==> config.mk <==
export PLATFORM = sky130hd
export DESIGN_NAME = id_ex_stage_flat
export DESIGN_NICKNAME = d
export VERILOG_FILES = /design/src/rtl/riscv_pkg.sv /design/src/rtl/id_ex_stage_if.sv /design/src/rtl/operand_forward_unit.sv /design/src/rtl/id_ex_stage.sv /design/src/flat_wrapper.sv
export SDC_FILE = /design/constraint.sdc
export NUM_CORES = 1
export LEC_CHECK = 0
export ABC_AREA = 1
export BUFFER_PORTS_ARGS = -buffer_cell sky130_fd_sc_hd__buf_2
export CORE_MARGIN = 2
export CORE_UTILIZATION = 54
export CTS_CLUSTER_DIAMETER = 50
export DETAILED_ROUTE_END_ITERATION = 16
export GPL_TIMING_DRIVEN = 0
export PLACE_DENSITY = 0.95
export SLEW_MARGIN = 0
export SYNTH_ARGS = -nofsm -noshare
export SYNTH_HDL_FRONTEND = slang
export SYNTH_SLANG_ARGS = --single-unit
==> constraint.sdc <==
create_clock -name clk -period 3.9 [get_ports clk]
set_input_delay 0.78 -clock clk [delete_from_list [all_inputs] [get_ports clk]]
set_output_delay 0.78 -clock clk [all_outputs]
set_load 0.01 [all_outputs]
==> src/rtl/riscv_pkg.sv <==
// Shared RV32 pipeline definitions: widths, ALU op codes, operand-select and forwarding codes.
// Imported by the ID/EX stage, its forwarding unit and the ALU.
package riscv_pkg;

  localparam int DATA_WIDTH     = 32;
  localparam int REG_ADDR_WIDTH = 5;
  localparam int ALU_OP_WIDTH   = 4;

  typedef logic [DATA_WIDTH-1:0]     data_t;
  typedef logic [REG_ADDR_WIDTH-1:0] reg_addr_t;
  typedef logic [ALU_OP_WIDTH-1:0]   alu_op_t;

  localparam alu_op_t ALU_ADD  = 4'b0000;
  localparam alu_op_t ALU_SUB  = 4'b0001;
  localparam alu_op_t ALU_AND  = 4'b0010;
  localparam alu_op_t ALU_OR   = 4'b0011;
  localparam alu_op_t ALU_XOR  = 4'b0100;
  localparam alu_op_t ALU_SLL  = 4'b0101;
  localparam alu_op_t ALU_SRL  = 4'b0110;
  localparam alu_op_t ALU_SRA  = 4'b0111;
  localparam alu_op_t ALU_SLT  = 4'b1000;
  localparam alu_op_t ALU_SLTU = 4'b1001;
  localparam alu_op_t ALU_LUI  = 4'b1010;
  localparam alu_op_t ALU_LINK = 4'b1101;

  // A bubble must look like a harmless ADD with every side effect disabled
  localparam alu_op_t ALU_BUBBLE = ALU_ADD;

  localparam logic [1:0] A_SEL_RS1 = 2'b00;
  localparam logic [1:0] A_SEL_PC  = 2'b01;
  localparam logic [1:0] A_SEL_PC4 = 2'b10;

  localparam logic B_SEL_RS2 = 1'b0;
  localparam logic B_SEL_IMM = 1'b1;

  typedef enum logic [1:0] {
    FWD_NONE = 2'b00,
    FWD_MEM  = 2'b01,
    FWD_WB   = 2'b10
  } fwd_sel_e;

  typedef struct packed {
    logic       valid;
    alu_op_t    alu_op;
    data_t      rs1_data;
    data_t      rs2_data;
    reg_addr_t  rs1_addr;
    reg_addr_t  rs2_addr;
    reg_addr_t  rd_addr;
    data_t      imm;
    data_t      pc;
    logic [1:0] a_sel;
    logic       b_sel;
    logic       reg_write;
    logic       mem_read;
    logic       mem_write;
    logic       mem_to_reg;
  } id_ex_t;

endpackage

==> src/rtl/id_ex_stage_if.sv <==
// ID/EX stage bus: decoded ID fields, MEM/WB producer taps, pipeline control and EX outputs.
// master = surrounding pipeline, slave = id_ex_stage.
interface id_ex_stage_if;
  import riscv_pkg::*;

  logic       Stall_i;
  logic       Flush_i;
  logic       ID_Valid_i;
  alu_op_t    ID_ALU_Operation_i;
  data_t      ID_Rs1_Data_i;
  data_t      ID_Rs2_Data_i;
  reg_addr_t  ID_Rs1_Addr_i;
  reg_addr_t  ID_Rs2_Addr_i;
  reg_addr_t  ID_Rd_Addr_i;
  data_t      ID_Imm_i;
  data_t      ID_PC_i;
  logic [1:0] ID_A_Sel_i;
  logic       ID_B_Sel_i;
  logic       ID_Reg_Write_i;
  logic       ID_Mem_Read_i;
  logic       ID_Mem_Write_i;
  logic       ID_Mem_To_Reg_i;
  logic       MEM_Reg_Write_i;
  reg_addr_t  MEM_Rd_Addr_i;
  data_t      MEM_ALU_Result_i;
  logic       WB_Reg_Write_i;
  reg_addr_t  WB_Rd_Addr_i;
  data_t      WB_Data_i;

  logic       EX_Valid_o;
  alu_op_t    EX_ALU_Operation_o;
  data_t      EX_A_o;
  data_t      EX_B_o;
  data_t      EX_Store_Data_o;
  reg_addr_t  EX_Rd_Addr_o;
  logic       EX_Reg_Write_o;
  logic       EX_Mem_Read_o;
  logic       EX_Mem_Write_o;
  logic       EX_Mem_To_Reg_o;
  logic       Load_Use_Stall_o;

  modport master (
    output Stall_i, Flush_i, ID_Valid_i, ID_ALU_Operation_i, ID_Rs1_Data_i, ID_Rs2_Data_i,
           ID_Rs1_Addr_i, ID_Rs2_Addr_i, ID_Rd_Addr_i, ID_Imm_i, ID_PC_i, ID_A_Sel_i,
           ID_B_Sel_i, ID_Reg_Write_i, ID_Mem_Read_i, ID_Mem_Write_i, ID_Mem_To_Reg_i,
           MEM_Reg_Write_i, MEM_Rd_Addr_i, MEM_ALU_Result_i,
           WB_Reg_Write_i, WB_Rd_Addr_i, WB_Data_i,
    input  EX_Valid_o, EX_ALU_Operation_o, EX_A_o, EX_B_o, EX_Store_Data_o, EX_Rd_Addr_o,
           EX_Reg_Write_o, EX_Mem_Read_o, EX_Mem_Write_o, EX_Mem_To_Reg_o, Load_Use_Stall_o
  );

  modport slave (
    input  Stall_i, Flush_i, ID_Valid_i, ID_ALU_Operation_i, ID_Rs1_Data_i, ID_Rs2_Data_i,
           ID_Rs1_Addr_i, ID_Rs2_Addr_i, ID_Rd_Addr_i, ID_Imm_i, ID_PC_i, ID_A_Sel_i,
           ID_B_Sel_i, ID_Reg_Write_i, ID_Mem_Read_i, ID_Mem_Write_i, ID_Mem_To_Reg_i,
           MEM_Reg_Write_i, MEM_Rd_Addr_i, MEM_ALU_Result_i,
           WB_Reg_Write_i, WB_Rd_Addr_i, WB_Data_i,
    output EX_Valid_o, EX_ALU_Operation_o, EX_A_o, EX_B_o, EX_Store_Data_o, EX_Rd_Addr_o,
           EX_Reg_Write_o, EX_Mem_Read_o, EX_Mem_Write_o, EX_Mem_To_Reg_o, Load_Use_Stall_o
  );

endinterface

==> src/rtl/operand_forward_unit.sv <==
// Picks one EX source operand: MEM producer first, then WB producer, else the registered value.
// Purely combinational; x0 is never forwarded.
module operand_forward_unit
  import riscv_pkg::*;
(
  input  reg_addr_t rs_addr_i,
  input  data_t     reg_data_i,
  input  logic      mem_reg_write_i,
  input  reg_addr_t mem_rd_addr_i,
  input  data_t     mem_data_i,
  input  logic      wb_reg_write_i,
  input  reg_addr_t wb_rd_addr_i,
  input  data_t     wb_data_i,
  output data_t     fwd_data_o
);

  fwd_sel_e fwd_sel;

  always_comb begin
    fwd_sel = FWD_NONE;
    if (mem_reg_write_i && (mem_rd_addr_i != '0) && (mem_rd_addr_i == rs_addr_i)) begin
      fwd_sel = FWD_MEM;
    end else if (wb_reg_write_i && (wb_rd_addr_i != '0) && (wb_rd_addr_i == rs_addr_i)) begin
      fwd_sel = FWD_WB;
    end
  end

  always_comb begin
    case (fwd_sel)
      FWD_MEM: fwd_data_o = mem_data_i;
      FWD_WB:  fwd_data_o = wb_data_i;
      default: fwd_data_o = reg_data_i;
    endcase
  end

endmodule

==> src/rtl/id_ex_stage.sv <==
// ID/EX pipeline register with operand forwarding into the ALU and load-use bubble insertion.
// Decoded fields reach EX one cycle after capture; operands are muxed combinationally.
module id_ex_stage
  import riscv_pkg::*;
(
  input logic         clk,
  input logic         reset,
  id_ex_stage_if.slave bus
);

  id_ex_t ex_q;
  id_ex_t ex_d;
  data_t  rs1_fwd;
  data_t  rs2_fwd;
  logic   load_use_stall;

  operand_forward_unit u_fwd_rs1 (
    .rs_addr_i       (ex_q.rs1_addr),
    .reg_data_i      (ex_q.rs1_data),
    .mem_reg_write_i (bus.MEM_Reg_Write_i),
    .mem_rd_addr_i   (bus.MEM_Rd_Addr_i),
    .mem_data_i      (bus.MEM_ALU_Result_i),
    .wb_reg_write_i  (bus.WB_Reg_Write_i),
    .wb_rd_addr_i    (bus.WB_Rd_Addr_i),
    .wb_data_i       (bus.WB_Data_i),
    .fwd_data_o      (rs1_fwd)
  );

  operand_forward_unit u_fwd_rs2 (
    .rs_addr_i       (ex_q.rs2_addr),
    .reg_data_i      (ex_q.rs2_data),
    .mem_reg_write_i (bus.MEM_Reg_Write_i),
    .mem_rd_addr_i   (bus.MEM_Rd_Addr_i),
    .mem_data_i      (bus.MEM_ALU_Result_i),
    .wb_reg_write_i  (bus.WB_Reg_Write_i),
    .wb_rd_addr_i    (bus.WB_Rd_Addr_i),
    .wb_data_i       (bus.WB_Data_i),
    .fwd_data_o      (rs2_fwd)
  );

  // Both sources are compared even for instructions that ignore rs2: cheaper than decoding.
  always_comb begin
    load_use_stall = !bus.Flush_i && ex_q.valid && ex_q.mem_read && (ex_q.rd_addr != '0) &&
                     bus.ID_Valid_i &&
                     ((ex_q.rd_addr == bus.ID_Rs1_Addr_i) || (ex_q.rd_addr == bus.ID_Rs2_Addr_i));
  end

  always_comb begin
    ex_d = ex_q;
    if (bus.Flush_i) begin
      ex_d        = '0;
      ex_d.alu_op = ALU_BUBBLE;
    end else if (bus.Stall_i) begin
      // Refresh held operands so they survive the producer retiring out of MEM/WB
      ex_d.rs1_data = rs1_fwd;
      ex_d.rs2_data = rs2_fwd;
    end else if (load_use_stall) begin
      ex_d        = '0;
      ex_d.alu_op = ALU_BUBBLE;
    end else begin
      ex_d.valid      = bus.ID_Valid_i;
      ex_d.alu_op     = bus.ID_ALU_Operation_i;
      ex_d.rs1_addr   = bus.ID_Rs1_Addr_i;
      ex_d.rs2_addr   = bus.ID_Rs2_Addr_i;
      ex_d.rd_addr    = bus.ID_Rd_Addr_i;
      ex_d.imm        = bus.ID_Imm_i;
      ex_d.pc         = bus.ID_PC_i;
      ex_d.a_sel      = bus.ID_A_Sel_i;
      ex_d.b_sel      = bus.ID_B_Sel_i;
      ex_d.reg_write  = bus.ID_Reg_Write_i;
      ex_d.mem_read   = bus.ID_Mem_Read_i;
      ex_d.mem_write  = bus.ID_Mem_Write_i;
      ex_d.mem_to_reg = bus.ID_Mem_To_Reg_i;
      ex_d.rs1_data   = (bus.WB_Reg_Write_i && (bus.WB_Rd_Addr_i != '0) &&
                         (bus.WB_Rd_Addr_i == bus.ID_Rs1_Addr_i)) ? bus.WB_Data_i : bus.ID_Rs1_Data_i;
      ex_d.rs2_data   = (bus.WB_Reg_Write_i && (bus.WB_Rd_Addr_i != '0) &&
                         (bus.WB_Rd_Addr_i == bus.ID_Rs2_Addr_i)) ? bus.WB_Data_i : bus.ID_Rs2_Data_i;
    end
  end

  always_ff @(posedge clk) begin
    if (reset) begin
      ex_q <= '0;
    end else begin
      ex_q <= ex_d;
    end
  end

  always_comb begin
    case (ex_q.a_sel)
      A_SEL_RS1: bus.EX_A_o = rs1_fwd;
      A_SEL_PC:  bus.EX_A_o = ex_q.pc;
      A_SEL_PC4: bus.EX_A_o = ex_q.pc + 32'd4;
      default:   bus.EX_A_o = '0;
    endcase
  end

  assign bus.EX_B_o             = (ex_q.b_sel == B_SEL_IMM) ? ex_q.imm : rs2_fwd;
  assign bus.EX_Store_Data_o    = rs2_fwd;
  assign bus.EX_Valid_o         = ex_q.valid;
  assign bus.EX_ALU_Operation_o = ex_q.alu_op;
  assign bus.EX_Rd_Addr_o       = ex_q.rd_addr;
  assign bus.EX_Reg_Write_o     = ex_q.reg_write;
  assign bus.EX_Mem_Read_o      = ex_q.mem_read;
  assign bus.EX_Mem_Write_o     = ex_q.mem_write;
  assign bus.EX_Mem_To_Reg_o    = ex_q.mem_to_reg;
  assign bus.Load_Use_Stall_o   = load_use_stall;

endmodule

==> src/flat_wrapper.sv <==
// flat-port wrapper written by rule: the top's interface ports become plain ports
module id_ex_stage_flat import riscv_pkg::*;
  (clk, reset, bus_Stall_i, bus_Flush_i, bus_ID_Valid_i, bus_ID_ALU_Operation_i, bus_ID_Rs1_Data_i, bus_ID_Rs2_Data_i, bus_ID_Rs1_Addr_i, bus_ID_Rs2_Addr_i, bus_ID_Rd_Addr_i, bus_ID_Imm_i, bus_ID_PC_i, bus_ID_A_Sel_i, bus_ID_B_Sel_i, bus_ID_Reg_Write_i, bus_ID_Mem_Read_i, bus_ID_Mem_Write_i, bus_ID_Mem_To_Reg_i, bus_MEM_Reg_Write_i, bus_MEM_Rd_Addr_i, bus_MEM_ALU_Result_i, bus_WB_Reg_Write_i, bus_WB_Rd_Addr_i, bus_WB_Data_i, bus_EX_Valid_o, bus_EX_ALU_Operation_o, bus_EX_A_o, bus_EX_B_o, bus_EX_Store_Data_o, bus_EX_Rd_Addr_o, bus_EX_Reg_Write_o, bus_EX_Mem_Read_o, bus_EX_Mem_Write_o, bus_EX_Mem_To_Reg_o, bus_Load_Use_Stall_o);
  id_ex_stage_if bus_i ();
  input logic clk;
  input logic reset;
  input wire logic [$bits(bus_i.Stall_i)-1:0] bus_Stall_i;
  input wire logic [$bits(bus_i.Flush_i)-1:0] bus_Flush_i;
  input wire logic [$bits(bus_i.ID_Valid_i)-1:0] bus_ID_Valid_i;
  input wire logic [$bits(bus_i.ID_ALU_Operation_i)-1:0] bus_ID_ALU_Operation_i;
  input wire logic [$bits(bus_i.ID_Rs1_Data_i)-1:0] bus_ID_Rs1_Data_i;
  input wire logic [$bits(bus_i.ID_Rs2_Data_i)-1:0] bus_ID_Rs2_Data_i;
  input wire logic [$bits(bus_i.ID_Rs1_Addr_i)-1:0] bus_ID_Rs1_Addr_i;
  input wire logic [$bits(bus_i.ID_Rs2_Addr_i)-1:0] bus_ID_Rs2_Addr_i;
  input wire logic [$bits(bus_i.ID_Rd_Addr_i)-1:0] bus_ID_Rd_Addr_i;
  input wire logic [$bits(bus_i.ID_Imm_i)-1:0] bus_ID_Imm_i;
  input wire logic [$bits(bus_i.ID_PC_i)-1:0] bus_ID_PC_i;
  input wire logic [$bits(bus_i.ID_A_Sel_i)-1:0] bus_ID_A_Sel_i;
  input wire logic [$bits(bus_i.ID_B_Sel_i)-1:0] bus_ID_B_Sel_i;
  input wire logic [$bits(bus_i.ID_Reg_Write_i)-1:0] bus_ID_Reg_Write_i;
  input wire logic [$bits(bus_i.ID_Mem_Read_i)-1:0] bus_ID_Mem_Read_i;
  input wire logic [$bits(bus_i.ID_Mem_Write_i)-1:0] bus_ID_Mem_Write_i;
  input wire logic [$bits(bus_i.ID_Mem_To_Reg_i)-1:0] bus_ID_Mem_To_Reg_i;
  input wire logic [$bits(bus_i.MEM_Reg_Write_i)-1:0] bus_MEM_Reg_Write_i;
  input wire logic [$bits(bus_i.MEM_Rd_Addr_i)-1:0] bus_MEM_Rd_Addr_i;
  input wire logic [$bits(bus_i.MEM_ALU_Result_i)-1:0] bus_MEM_ALU_Result_i;
  input wire logic [$bits(bus_i.WB_Reg_Write_i)-1:0] bus_WB_Reg_Write_i;
  input wire logic [$bits(bus_i.WB_Rd_Addr_i)-1:0] bus_WB_Rd_Addr_i;
  input wire logic [$bits(bus_i.WB_Data_i)-1:0] bus_WB_Data_i;
  output wire logic [$bits(bus_i.EX_Valid_o)-1:0] bus_EX_Valid_o;
  output wire logic [$bits(bus_i.EX_ALU_Operation_o)-1:0] bus_EX_ALU_Operation_o;
  output wire logic [$bits(bus_i.EX_A_o)-1:0] bus_EX_A_o;
  output wire logic [$bits(bus_i.EX_B_o)-1:0] bus_EX_B_o;
  output wire logic [$bits(bus_i.EX_Store_Data_o)-1:0] bus_EX_Store_Data_o;
  output wire logic [$bits(bus_i.EX_Rd_Addr_o)-1:0] bus_EX_Rd_Addr_o;
  output wire logic [$bits(bus_i.EX_Reg_Write_o)-1:0] bus_EX_Reg_Write_o;
  output wire logic [$bits(bus_i.EX_Mem_Read_o)-1:0] bus_EX_Mem_Read_o;
  output wire logic [$bits(bus_i.EX_Mem_Write_o)-1:0] bus_EX_Mem_Write_o;
  output wire logic [$bits(bus_i.EX_Mem_To_Reg_o)-1:0] bus_EX_Mem_To_Reg_o;
  output wire logic [$bits(bus_i.Load_Use_Stall_o)-1:0] bus_Load_Use_Stall_o;
  assign bus_i.Stall_i = bus_Stall_i;
  assign bus_i.Flush_i = bus_Flush_i;
  assign bus_i.ID_Valid_i = bus_ID_Valid_i;
  assign bus_i.ID_ALU_Operation_i = bus_ID_ALU_Operation_i;
  assign bus_i.ID_Rs1_Data_i = bus_ID_Rs1_Data_i;
  assign bus_i.ID_Rs2_Data_i = bus_ID_Rs2_Data_i;
  assign bus_i.ID_Rs1_Addr_i = bus_ID_Rs1_Addr_i;
  assign bus_i.ID_Rs2_Addr_i = bus_ID_Rs2_Addr_i;
  assign bus_i.ID_Rd_Addr_i = bus_ID_Rd_Addr_i;
  assign bus_i.ID_Imm_i = bus_ID_Imm_i;
  assign bus_i.ID_PC_i = bus_ID_PC_i;
  assign bus_i.ID_A_Sel_i = bus_ID_A_Sel_i;
  assign bus_i.ID_B_Sel_i = bus_ID_B_Sel_i;
  assign bus_i.ID_Reg_Write_i = bus_ID_Reg_Write_i;
  assign bus_i.ID_Mem_Read_i = bus_ID_Mem_Read_i;
  assign bus_i.ID_Mem_Write_i = bus_ID_Mem_Write_i;
  assign bus_i.ID_Mem_To_Reg_i = bus_ID_Mem_To_Reg_i;
  assign bus_i.MEM_Reg_Write_i = bus_MEM_Reg_Write_i;
  assign bus_i.MEM_Rd_Addr_i = bus_MEM_Rd_Addr_i;
  assign bus_i.MEM_ALU_Result_i = bus_MEM_ALU_Result_i;
  assign bus_i.WB_Reg_Write_i = bus_WB_Reg_Write_i;
  assign bus_i.WB_Rd_Addr_i = bus_WB_Rd_Addr_i;
  assign bus_i.WB_Data_i = bus_WB_Data_i;
  assign bus_EX_Valid_o = bus_i.EX_Valid_o;
  assign bus_EX_ALU_Operation_o = bus_i.EX_ALU_Operation_o;
  assign bus_EX_A_o = bus_i.EX_A_o;
  assign bus_EX_B_o = bus_i.EX_B_o;
  assign bus_EX_Store_Data_o = bus_i.EX_Store_Data_o;
  assign bus_EX_Rd_Addr_o = bus_i.EX_Rd_Addr_o;
  assign bus_EX_Reg_Write_o = bus_i.EX_Reg_Write_o;
  assign bus_EX_Mem_Read_o = bus_i.EX_Mem_Read_o;
  assign bus_EX_Mem_Write_o = bus_i.EX_Mem_Write_o;
  assign bus_EX_Mem_To_Reg_o = bus_i.EX_Mem_To_Reg_o;
  assign bus_Load_Use_Stall_o = bus_i.Load_Use_Stall_o;
  id_ex_stage u_core (.clk(clk), .reset(reset), .bus(bus_i));
endmodule
==> results of run 1 <==
-- kinds of logic after synthesis --
| group | synth area share |
|---|---|
| AND/OR/NAND/NOR | 0.442 |
| AO/OA/AOI/OAI | 0.126 |
| buffers and inverters | 0.103 |
| flip-flops | 0.296 |
| XOR/XNOR | 0.0318 |
| adder cells (fa/ha/maj) | 0.00120 |
-- area by class of cell --
class,count,area [sq um]
multi-input cells,1283,6290
fillers,1721,5800
flip-flops and latches,155,3100
repair buffers,341,1710
plain buffers,147,773
clock buffers,17,425
well taps,260,325
inverters,80,303
clock inverters,15,153
diodes,6,15.0
-- layer usage --
| layer | track usage | routed length, um | vias to the layer above |
|---|---|---|---|
| met4 | 0.235 | 2780 | 0 |
| met1 | 0.548 | 16800 | 6177 |
| met2 | 0.679 | 20100 | 1066 |
| met5 | 0 | 0 | - |
| li1 | - | - | 6339 |
| met3 | 0.119 | 6350 | 190 |
-- worst max path at each step --
stage | end | cells after the start | start
floorplan | bus_EX_B_o[15] | 11 | bus_WB_Rd_Addr_i[3]
global route | bus_EX_A_o[9] | 8 | u_core.ex_q[6]$_SDFFE_PP0N_
CTS | bus_EX_A_o[9] | 8 | u_core.ex_q[6]$_SDFFE_PP0N_
detailed placement | bus_EX_A_o[10] | 10 | bus_MEM_Rd_Addr_i[4]
global placement | bus_EX_A_o[26] | 10 | bus_MEM_Rd_Addr_i[4]
finish | bus_EX_A_o[9] | 8 | u_core.ex_q[6]$_SDFFE_PP0N_
-- Yosys cell counts, types with 2 or more instances --
| master | count |
|---|---|
| xnor2_1 | 14 |
| buf_6 | 12 |
| nand3_2 | 34 |
| clkbuf_1 | 56 |
| or2_2 | 3 |
| xor2_1 | 24 |
| dfxtp_1 | 155 |
| inv_2 | 5 |
| nand3_4 | 3 |
| o21ai_0 | 72 |
| nor2_2 | 8 |
| nand4_1 | 37 |
| nand3_1 | 380 |
| nor2_1 | 44 |
| o21ai_1 | 17 |
| inv_1 | 74 |
| nor2_4 | 3 |
| a21oi_1 | 164 |
| nand2_1 | 450 |
| o31ai_1 | 3 |
| nand3b_1 | 3 |
| nor3_1 | 12 |
| a22oi_1 | 2 |
| buf_2 | 48 |
| buf_4 | 19 |
| buf_1 | 12 |
-- through the flow --
step                setup slack [ns]  std cells  cell area [sq um]  utilization  total power, mW
global route                   0.205       2303              13100        0.693             4.26
global placement               0.505       2266              12500        0.662             2.47
finish                         0.273       2304              13100        0.693             4.14
CTS                            0.364       2298              13100        0.692             4.09
floorplan                       1.18       1665              10500            -             2.12
detailed placement             0.537       2266              12500        0.662             2.48
-- report_power, final --
group,switching (mW),total [mW],internal [mW]
clock network,0.804,1.66,0.854
registers,0.0378,1.67,1.63
logic,0.526,0.812,0.286
-- critical path, cell delays in order, from the launching register on --
cell	delay [ns]
dfxtp_1	0.41
inv_1	0.13
nor2_1	0.54
inv_1	0.20
nand2_1	0.14
inv_1	0.10
clkbuf_1	0.25
o31ai_1	0.44
buf_2	0.21
-- flip-flops by register name, indices dropped and copies added, names as in the netlist --
| signal | count |
|---|---|
| u_core.bus.EX_ALU_Operation_o | 4 |
| u_core.bus.EX_Mem_Read_o | 1 |
| u_core.bus.EX_Mem_To_Reg_o | 1 |
| u_core.bus.EX_Mem_Write_o | 1 |
| u_core.bus.EX_Rd_Addr_o | 5 |
| u_core.bus.EX_Reg_Write_o | 1 |
| u_core.bus.EX_Valid_o | 1 |
| u_core.ex_q | 141 |
==> flow_summary.toml, run 1 <==
[synth]
syn_nets = 1901
yosysTopAreaCell = "dfxtp_1"
netlist_top_cells_area = "dfxtp_1 30%, nand3_1 18%, nand2_1 16%"
synth_top_area_share = 0.296
yosysWarnings = 0
synth_edf_count = 0
ys_ff_latch = 155
syn_area_per_cell_sq_um = 6.29
synth_area_sq_mm = 0.0105
synthCells = 1665
ys_async_sr_fraction = 0
synth_top_flop_cell = "dfxtp_1"
yosysSeqAreaShare = 0.296
synth.distinct_cells = 37

[clocking]
numCtsBuffers = 17
cts.clk_slew.worst_paths_ns = 0.07
clk_path_buf_depth = 2
ctsRootBufferMaster = "clkbuf_16"
ctsResizeCount = 0
cts_tree = "done"
htree_num_levels = 4
cts.sinks = 155
clock_latency_ns = 0.44
hold_buffers = 0
cts_setup_buffers = 0

[global_routing]
grt_pass1_vias = 12272
grt_pass1_wl_um = 68000
grt-ovfl-total = 0
grt_max_degree = 18
track_usage = 0.436
antenna_found_initial = 5

[placed_design]
place.gp.congestion = 1.07
dp_hpwl_um = 36600
io_buffer_count = 341

[worst_setup_path]
critPathLaunchType = "flip-flop"
crit_type = "flip-flop to output pin"
r2r_end = "u_core.ex_q[120]$_SDFF_PP0_"
reg2reg_depth = 8
r2r_start = "u_core.ex_q[85]$_SDFFE_PP0N_"
worstPathRequired_ns = 3.12
worst-endpoint-arrival_ns = 2.85
critPathMaxFanout = 10
worst_setup_path_end_kind = "output pin"
r2r_slack_ns = 1.79

[timing]
min_period_ns = 3.63
finClkSkew_ns = 0.00876
max_freq_mhz = 276
max-slew-margin-rel = 0.498
fin_hold_ws_ns = 0.467
hold_viol_final = 0
fin_crit_sh = 0.930
finalSetupTns_ns = 0
worstMarginPinSlew_ns = 0.753
setup_viol_count_final = 0
timing.final.max_slew_violations = 0
rsz0062_at_grt = "false"

[layout]
nNetsFinal = 2261
layout_commonest_cell = "nand2_1"
syn_to_final_growth_pct = 25.1
drive_above_1_share = 0.251
mostFrequentLayoutCells = "450 x nand2_1, 389 x buf_2, 380 x nand3_1"

[die]
die_x_um = 143
start_util = 0.554
fp.coreArea_sq_mm = 0.0189
dieArea_sq_mm = 0.0205
io_pins = 346
die_h_um = 143
placementRows = 50

[routing]
num_vias = 13772
drtIter0Drc = 1613
drc_errors = 0
wirelength_um = 46100
viasPerCell = 5.98
routedWlPerCell_um = 20.0
firstDrtPassIters = 6
final_antenna_net_count = 0

[hold_path]
min_delay_worst_endpoint = "u_core.ex_q[53]$_SDFFE_PP0N_"
hold_depth = 2
hp-start = "u_core.ex_q[53]$_SDFFE_PP0N_"
min_path_type = "flip-flop to flip-flop"

[job]
drv_cap = 0

[run_status]
status = "finished clean"

[pwr]
total_leakage_power_nw = 6.27
ir_drop_mv = 0.360
p_per_area_mw_per_mm2 = 316
(Power assumes the default switching activity.)
==> run 2, diff against run 1 <==
--- a/config.mk
+++ b/config.mk
@@ -12,7 +12,7 @@
 export CTS_CLUSTER_DIAMETER = 50
 export DETAILED_ROUTE_END_ITERATION = 16
 export GPL_TIMING_DRIVEN = 0
-export PLACE_DENSITY = 0.95
+export PLACE_DENSITY = 0.9
 export SLEW_MARGIN = 0
 export SYNTH_ARGS = -nofsm -noshare
 export SYNTH_HDL_FRONTEND = slang
==> run 2 against run 1 <==
Effect of this change:
- final cell count decreased by 0.22%
- maximum frequency grew 3.4%
- clock power about the same
- first-iteration DRC count rose by 22%
- global-route usage is 0.33 points higher
- final area hardly changed
- worst setup slack gained 0.12 ns
- critical path depth unchanged
- highest routed layer unchanged
- non-clock buffer count did not move
- combinational power up 0.5%
- core utilization is essentially flat
- clock skew increased by 0.0022 ns
==> flow_summary.toml, run 2 (same netlist as run 1, synthesis figures left out) <==
[hold_path]
min_path_type = "flip-flop to flip-flop"
min_delay_worst_endpoint = "u_core.ex_q[41]$_SDFFE_PP0N_"
hold_depth = 2
hp-start = "u_core.ex_q[41]$_SDFFE_PP0N_"

[layout]
nNetsFinal = 2261
syn_to_final_growth_pct = 25.1
largest-register = "u_core.ex_q"
mostFrequentLayoutCells = "450 x nand2_1, 389 x buf_2, 380 x nand3_1"
layout_commonest_cell = "nand2_1"
largest_register_ffs = 141
drive_above_1_share = 0.251

[clocking]
ctsResizeCount = 0
cts_tree = "done"
clock_latency_ns = 0.44
cts.sinks = 155
ctsRootBufferMaster = "clkbuf_16"
htree_num_levels = 4
hold_buffers = 0
numCtsBuffers = 17
clk_path_buf_depth = 2
cts_setup_buffers = 0
cts.clk_slew.worst_paths_ns = 0.08

[worst_setup_path]
r2r_end = "u_core.ex_q[122]$_SDFF_PP0_"
reg2reg_depth = 8
critPathMaxFanout = 10
worstPathRequired_ns = 3.12
r2r_start = "u_core.ex_q[85]$_SDFFE_PP0N_"
worst_setup_path_end_kind = "output pin"
crit_type = "flip-flop to output pin"
critPathLaunchType = "flip-flop"
r2r_slack_ns = 1.81
worst-endpoint-arrival_ns = 2.73

[run_status]
status = "finished clean"

[die]
io_pins = 346
die_x_um = 143
die_h_um = 143
fp.coreArea_sq_mm = 0.0189
dieArea_sq_mm = 0.0205
start_util = 0.554
placementRows = 50

[timing]
finalSetupTns_ns = 0
max_freq_mhz = 285
max-slew-margin-rel = 0.468
fin_crit_sh = 0.899
timing.final.max_slew_violations = 0
min_period_ns = 3.51
worstMarginPinSlew_ns = 0.798
finClkSkew_ns = 0.0110
setup_viol_count_final = 0
rsz0062_at_grt = "false"
hold_viol_final = 0
fin_hold_ws_ns = 0.467
finalWorstSetupSlack_ns = 0.393

[global_routing]
grt_pass1_vias = 12390
antenna_found_initial = 1
grt-ovfl-total = 0
grt_max_degree = 19
track_usage = 0.439
grt_pass1_wl_um = 68500

[placed_design]
dp_hpwl_um = 36900
place.gp.congestion = 1.09
io_buffer_count = 341
place_ws_ns = 0.580

[pwr]
p_per_area_mw_per_mm2 = 319
ir_drop_mv = 0.335
total_leakage_power_nw = 6.28
finalPower_mw = 4.18

[job]
drv_cap = 0

[routing]
num_vias = 14047
wirelength_um = 46700
final_antenna_net_count = 0
drc_errors = 0
routedWlPerCell_um = 20.3
firstDrtPassIters = 6
viasPerCell = 6.11
drtIter0Drc = 1975
==> run 2: routing by layer <==
metal,GRT usage,up-vias,share of wire
met4,0.213,0,0.054
li1,-,6328,-
met1,0.569,6366,0.37
met3,0.0885,190,0.14
met5,0,-,0
met2,0.698,1163,0.44
==> run 2: worst max-delay path, stage by stage, from the launching register on <==
cell	delay (ns)
dfxtp_1	0.43
inv_1	0.11
nor2_1	0.50
inv_1	0.18
nand2_1	0.12
inv_1	0.12
clkbuf_1	0.27
o21ai_0	0.35
buf_2	0.20
==> run 2: per-stage QoR <==
step / utilization / std cells / area, sq um
floorplan: - / 1665 / 10500
global placement: 0.662 / 2266 / 12500
detailed placement: 0.662 / 2266 / 12500
CTS: 0.693 / 2298 / 13100
global route: 0.693 / 2299 / 13100
finish: 0.693 / 2299 / 13100
==> run 2: report_power, final <==
group / leakage [nW] / internal (mW) / switching (mW)
Clock: 0.287 / 0.862 / 0.833
Combinational: 4.73 / 0.286 / 0.530
Sequential: 1.26 / 1.63 / 0.0380
Total: 6.28 / 2.78 / 1.40
==> run 2: cell type report <==
type,count,area (sq um)
Tap cell,260,325
Clock buffer,17,425
Fill cell,1762,5790
Multi-Input combinational cell,1283,6290
Buffer,147,773
Inverter,80,303
Sequential cell,155,3100
Timing Repair Buffer,341,1710
Antenna cell,1,2.50
Clock inverter,15,173
==> run 2: worst max-delay path by stage <==
| stage | from | to | slack (ns) | cells past startpoint |
|---|---|---|---|---|
| 6_report | u_core.ex_q[6]$_SDFFE_PP0N_ | bus_EX_A_o[31] | 0.39 | 8 |
| 5_1_grt | u_core.ex_q[6]$_SDFFE_PP0N_ | bus_EX_A_o[31] | 0.24 | 8 |
| 4_1_cts | u_core.ex_q[6]$_SDFFE_PP0N_ | bus_EX_A_o[31] | 0.45 | 8 |
| 3_5_place_dp | bus_MEM_Rd_Addr_i[4] | bus_EX_A_o[10] | 0.58 | 10 |
| 3_3_place_gp | bus_MEM_Rd_Addr_i[4] | bus_EX_A_o[10] | 0.58 | 10 |
| 2_1_floorplan | bus_WB_Rd_Addr_i[3] | bus_EX_B_o[15] | 1.18 | 11 |
==> run 3, diff against run 2 <==
--- a/config.mk
+++ b/config.mk
@@ -7,13 +7,16 @@
 export LEC_CHECK = 0
 export ABC_AREA = 1
 export BUFFER_PORTS_ARGS = -buffer_cell sky130_fd_sc_hd__buf_2
+export CELL_PAD_IN_SITES_DETAIL_PLACEMENT = 1
+export CELL_PAD_IN_SITES_GLOBAL_PLACEMENT = 2
 export CORE_MARGIN = 2
-export CORE_UTILIZATION = 54
+export CORE_UTILIZATION = 30
 export CTS_CLUSTER_DIAMETER = 50
 export DETAILED_ROUTE_END_ITERATION = 16
 export GPL_TIMING_DRIVEN = 0
-export PLACE_DENSITY = 0.9
+export PLACE_DENSITY = 0.93
 export SLEW_MARGIN = 0
 export SYNTH_ARGS = -nofsm -noshare
 export SYNTH_HDL_FRONTEND = slang
+export SYNTH_HIERARCHICAL = 1
 export SYNTH_SLANG_ARGS = --single-unit
==> run 3 against run 2 <==
Effect of this change:
- register-to-register slack got worse by 0.16 ns
- worst hold slack worse by 0.0013 ns
- final cell count is 12% higher
- global-route usage is 16 points lower
- largest power group unchanged
- via count decreased by 3.6%
==> flow_summary.toml, run 3 <==
[synth]
synth.distinct_cells = 33
synth_mux_area_frac = 0.0320
yosysSeqAreaShare = 0.275
synth_most_common_cell = "nand2_1"
yosysWarnings = 6
synth_top_area_share = 0.275
syn_nets = 1947
synth_xor_area_frac = 0.0109
yosysTopAreaCell = "dfxtp_1"
synth_top_flop_cell = "dfxtp_1"
netlist_top_cells_area = "dfxtp_1 28%, nand2_1 21%, nand3_2 9.7%"
synth_fa_ha_area_frac = 0.00111
syn_area_per_cell_sq_um = 6.59
synth_edf_count = 0
ys_async_sr_fraction = 0
synthCells = 1711
ys_ff_latch = 155
synth_simple_gate_area_frac = 0.479
synth_top_family_by_area = "simple AND/OR/NAND/NOR gates"
synth_compound_area_frac = 0.0993
ys_top_cells_by_count = "627 x nand2_1, 173 x nand3_1, 155 x dfxtp_1, 150 x a21oi_1, 109 x nand3_2"
synth_area_sq_mm = 0.0113

[layout]
largest-register = "u_core/ex_q"
syn_to_final_growth_pct = 25.8
mostFrequentLayoutCells = "627 x nand2_1, 376 x buf_2, 173 x nand3_1"
layout_commonest_cell = "nand2_1"
nNetsFinal = 2311
drive_above_1_share = 0.309
fin_cells = 2573
largest_register_ffs = 141

[placed_design]
place.gp.congestion = 0.931
io_buffer_count = 345
dp_hpwl_um = 42900
place_ws_ns = 0.246
dp.cells = 2530

[worst_setup_path]
crit_buf_inv = 3
critPathMostFrequentCell = "buf_2"
critPathMaxStageDelay_ns = 0.44
reg2reg_depth = 10
r2r_start = "u_core/ex_q[78]$_SDFFE_PP0N_"
worst-endpoint-arrival_ns = 2.91
worstPathRequired_ns = 3.12
critPathLaunchType = "input pin"
r2r_end = "u_core/ex_q[117]$_SDFF_PP0_"
worst_setup_path_end_kind = "output pin"
slowest_stage = "nor2_2"
crit_family = "simple AND/OR/NAND/NOR gates"
crit_chain = "buf_2 > nand2_1 > o21ai_0 > nor2_2 > nand3_4 > buf_6 > nand3_2 > nand3_1 > mux2_2 > buf_2"
critPathMaxFanout = 10
crit_type = "input pin to output pin"
r2r_slack_ns = 1.65

[timing]
setup_viol_count_final = 0
max_freq_mhz = 271
max-slew-margin-rel = 0.231
fin_hold_ws_ns = 0.466
hold_viol_final = 0
fin_crit_sh = 0.946
finalWorstSetupSlack_ns = 0.209
timing.final.max_slew_violations = 0
min_period_ns = 3.69
worstMarginPinSlew_ns = 1.15
rsz0062_at_grt = "false"
finalSetupTns_ns = 0
finClkSkew_ns = 0.0151

[routing]
drtIter0Drc = 808
wirelength_um = 54500
num_vias = 13538
drc_errors = 0
firstDrtPassIters = 5
routedWlPerCell_um = 21.2
final_antenna_net_count = 0
viasPerCell = 5.26

[hold_path]
min_delay_worst_endpoint = "u_core/ex_q[60]$_SDFFE_PP0N_"
hold_depth = 2
min_path_type = "flip-flop to flip-flop"
hp-start = "u_core/ex_q[60]$_SDFFE_PP0N_"

[die]
die_x_um = 198
placementRows = 71
start_util = 0.302
die_h_um = 198
fp.coreArea_sq_mm = 0.0373
io_pins = 346
dieArea_sq_mm = 0.0391

[pwr]
total_leakage_power_nw = 6.62
ir_drop_mv = 0.321
p_per_area_mw_per_mm2 = 299
finalPower_mw = 4.24

[clocking]
cts.clk_slew.worst_paths_ns = 0.07
clock_latency_ns = 0.46
cts.sinks = 155
numCtsBuffers = 17
cts_setup_buffers = 0
clk_path_buf_depth = 2
htree_num_levels = 4
ctsRootBufferMaster = "clkbuf_16"
ctsResizeCount = 0
hold_buffers = 0
cts_tree = "done"

[global_routing]
grt_pass1_vias = 13571
antenna_found_initial = 11
track_usage = 0.274
grt-ovfl-total = 0
grt_max_degree = 17
grt_pass1_wl_um = 80700

[job]
drv_cap = 0

[run_status]
status = "finished clean"
run 3: cell count changes in the layout (fill, tap and decap cells not counted), sizes merged, moves of 14 or more:
| cell | delta |
|---|---|
| xor2 | -16 |
| buf | -22 |
| clkbuf | +14 |
| nand3 | -133 |
| nand4 | +69 |
| o21ai | -77 |
| mux2 | +32 |
| nand2 | +179 |
| o211ai | +18 |
run 3: worst reg2reg max path, stage by stage (launching register included):
cell	delay, ns
dfxtp_1	0.37
inv_2	0.08
nand2_1	0.06
o21ai_0	0.10
nor2_2	0.44
nand3_4	0.28
buf_6	0.24
nand3_2	0.07
nand3_1	0.26
nand2_1	0.16
a21oi_1	0.08
run 3: routing by layer:
metal / wire length (um) / GRT usage
met1: 23600 / 0.348
met2: 25900 / 0.465
met3: 3590 / 0.0535
met4: 1460 / 0.0911
met5: 27 / 0
run 3: stage by stage:
stage	utilization	area, sq um
final	0.380	14200
after global routing	0.380	14200
after detailed placement	0.364	13600
after CTS	0.379	14200
after floorplan	-	11300
after global placement	0.364	13600
run 3: how the worst max path moves through the flow:
stage / startpoint / to / slack, ns / depth (start not counted)
5_1_grt: u_core/ex_q[78]$_SDFFE_PP0N_ / bus_EX_B_o[31] / 0.15 / 10
6_report: bus_MEM_Rd_Addr_i[2] / bus_EX_B_o[31] / 0.21 / 10
2_1_floorplan: bus_MEM_Rd_Addr_i[2] / bus_EX_B_o[20] / 1.11 / 8
3_5_place_dp: bus_MEM_Rd_Addr_i[2] / bus_EX_B_o[31] / 0.25 / 10
4_1_cts: bus_MEM_Rd_Addr_i[2] / bus_EX_B_o[31] / 0.25 / 10
3_3_place_gp: bus_MEM_Rd_Addr_i[2] / bus_EX_B_o[31] / 0.27 / 10
run 3: cell type report:
type,count,area [sq um]
buffer,135,867
timing repair buffer,345,1730
antenna,11,27.5
clock inverter,15,139
inverter,78,293
fill,4927,23100
sequential,155,3100
multi-input combinational,1343,7010
clock buffer,17,425
tap,474,593
run 3: cell families after synthesis:
group	count (synthesis)
xor gates and xnor gates	14
muxes	32
adders and majority gates	1
AOI/OAI and AO/OA	200
DFF	155
buffers and inverters	213
and+or+nand+nor	1096
run 3: power by group:
group	switching, mW	total [mW]	internal (mW)
sequential	0.0394	1.67	1.63
clock	0.802	1.69	0.890
combinational	0.570	0.876	0.307
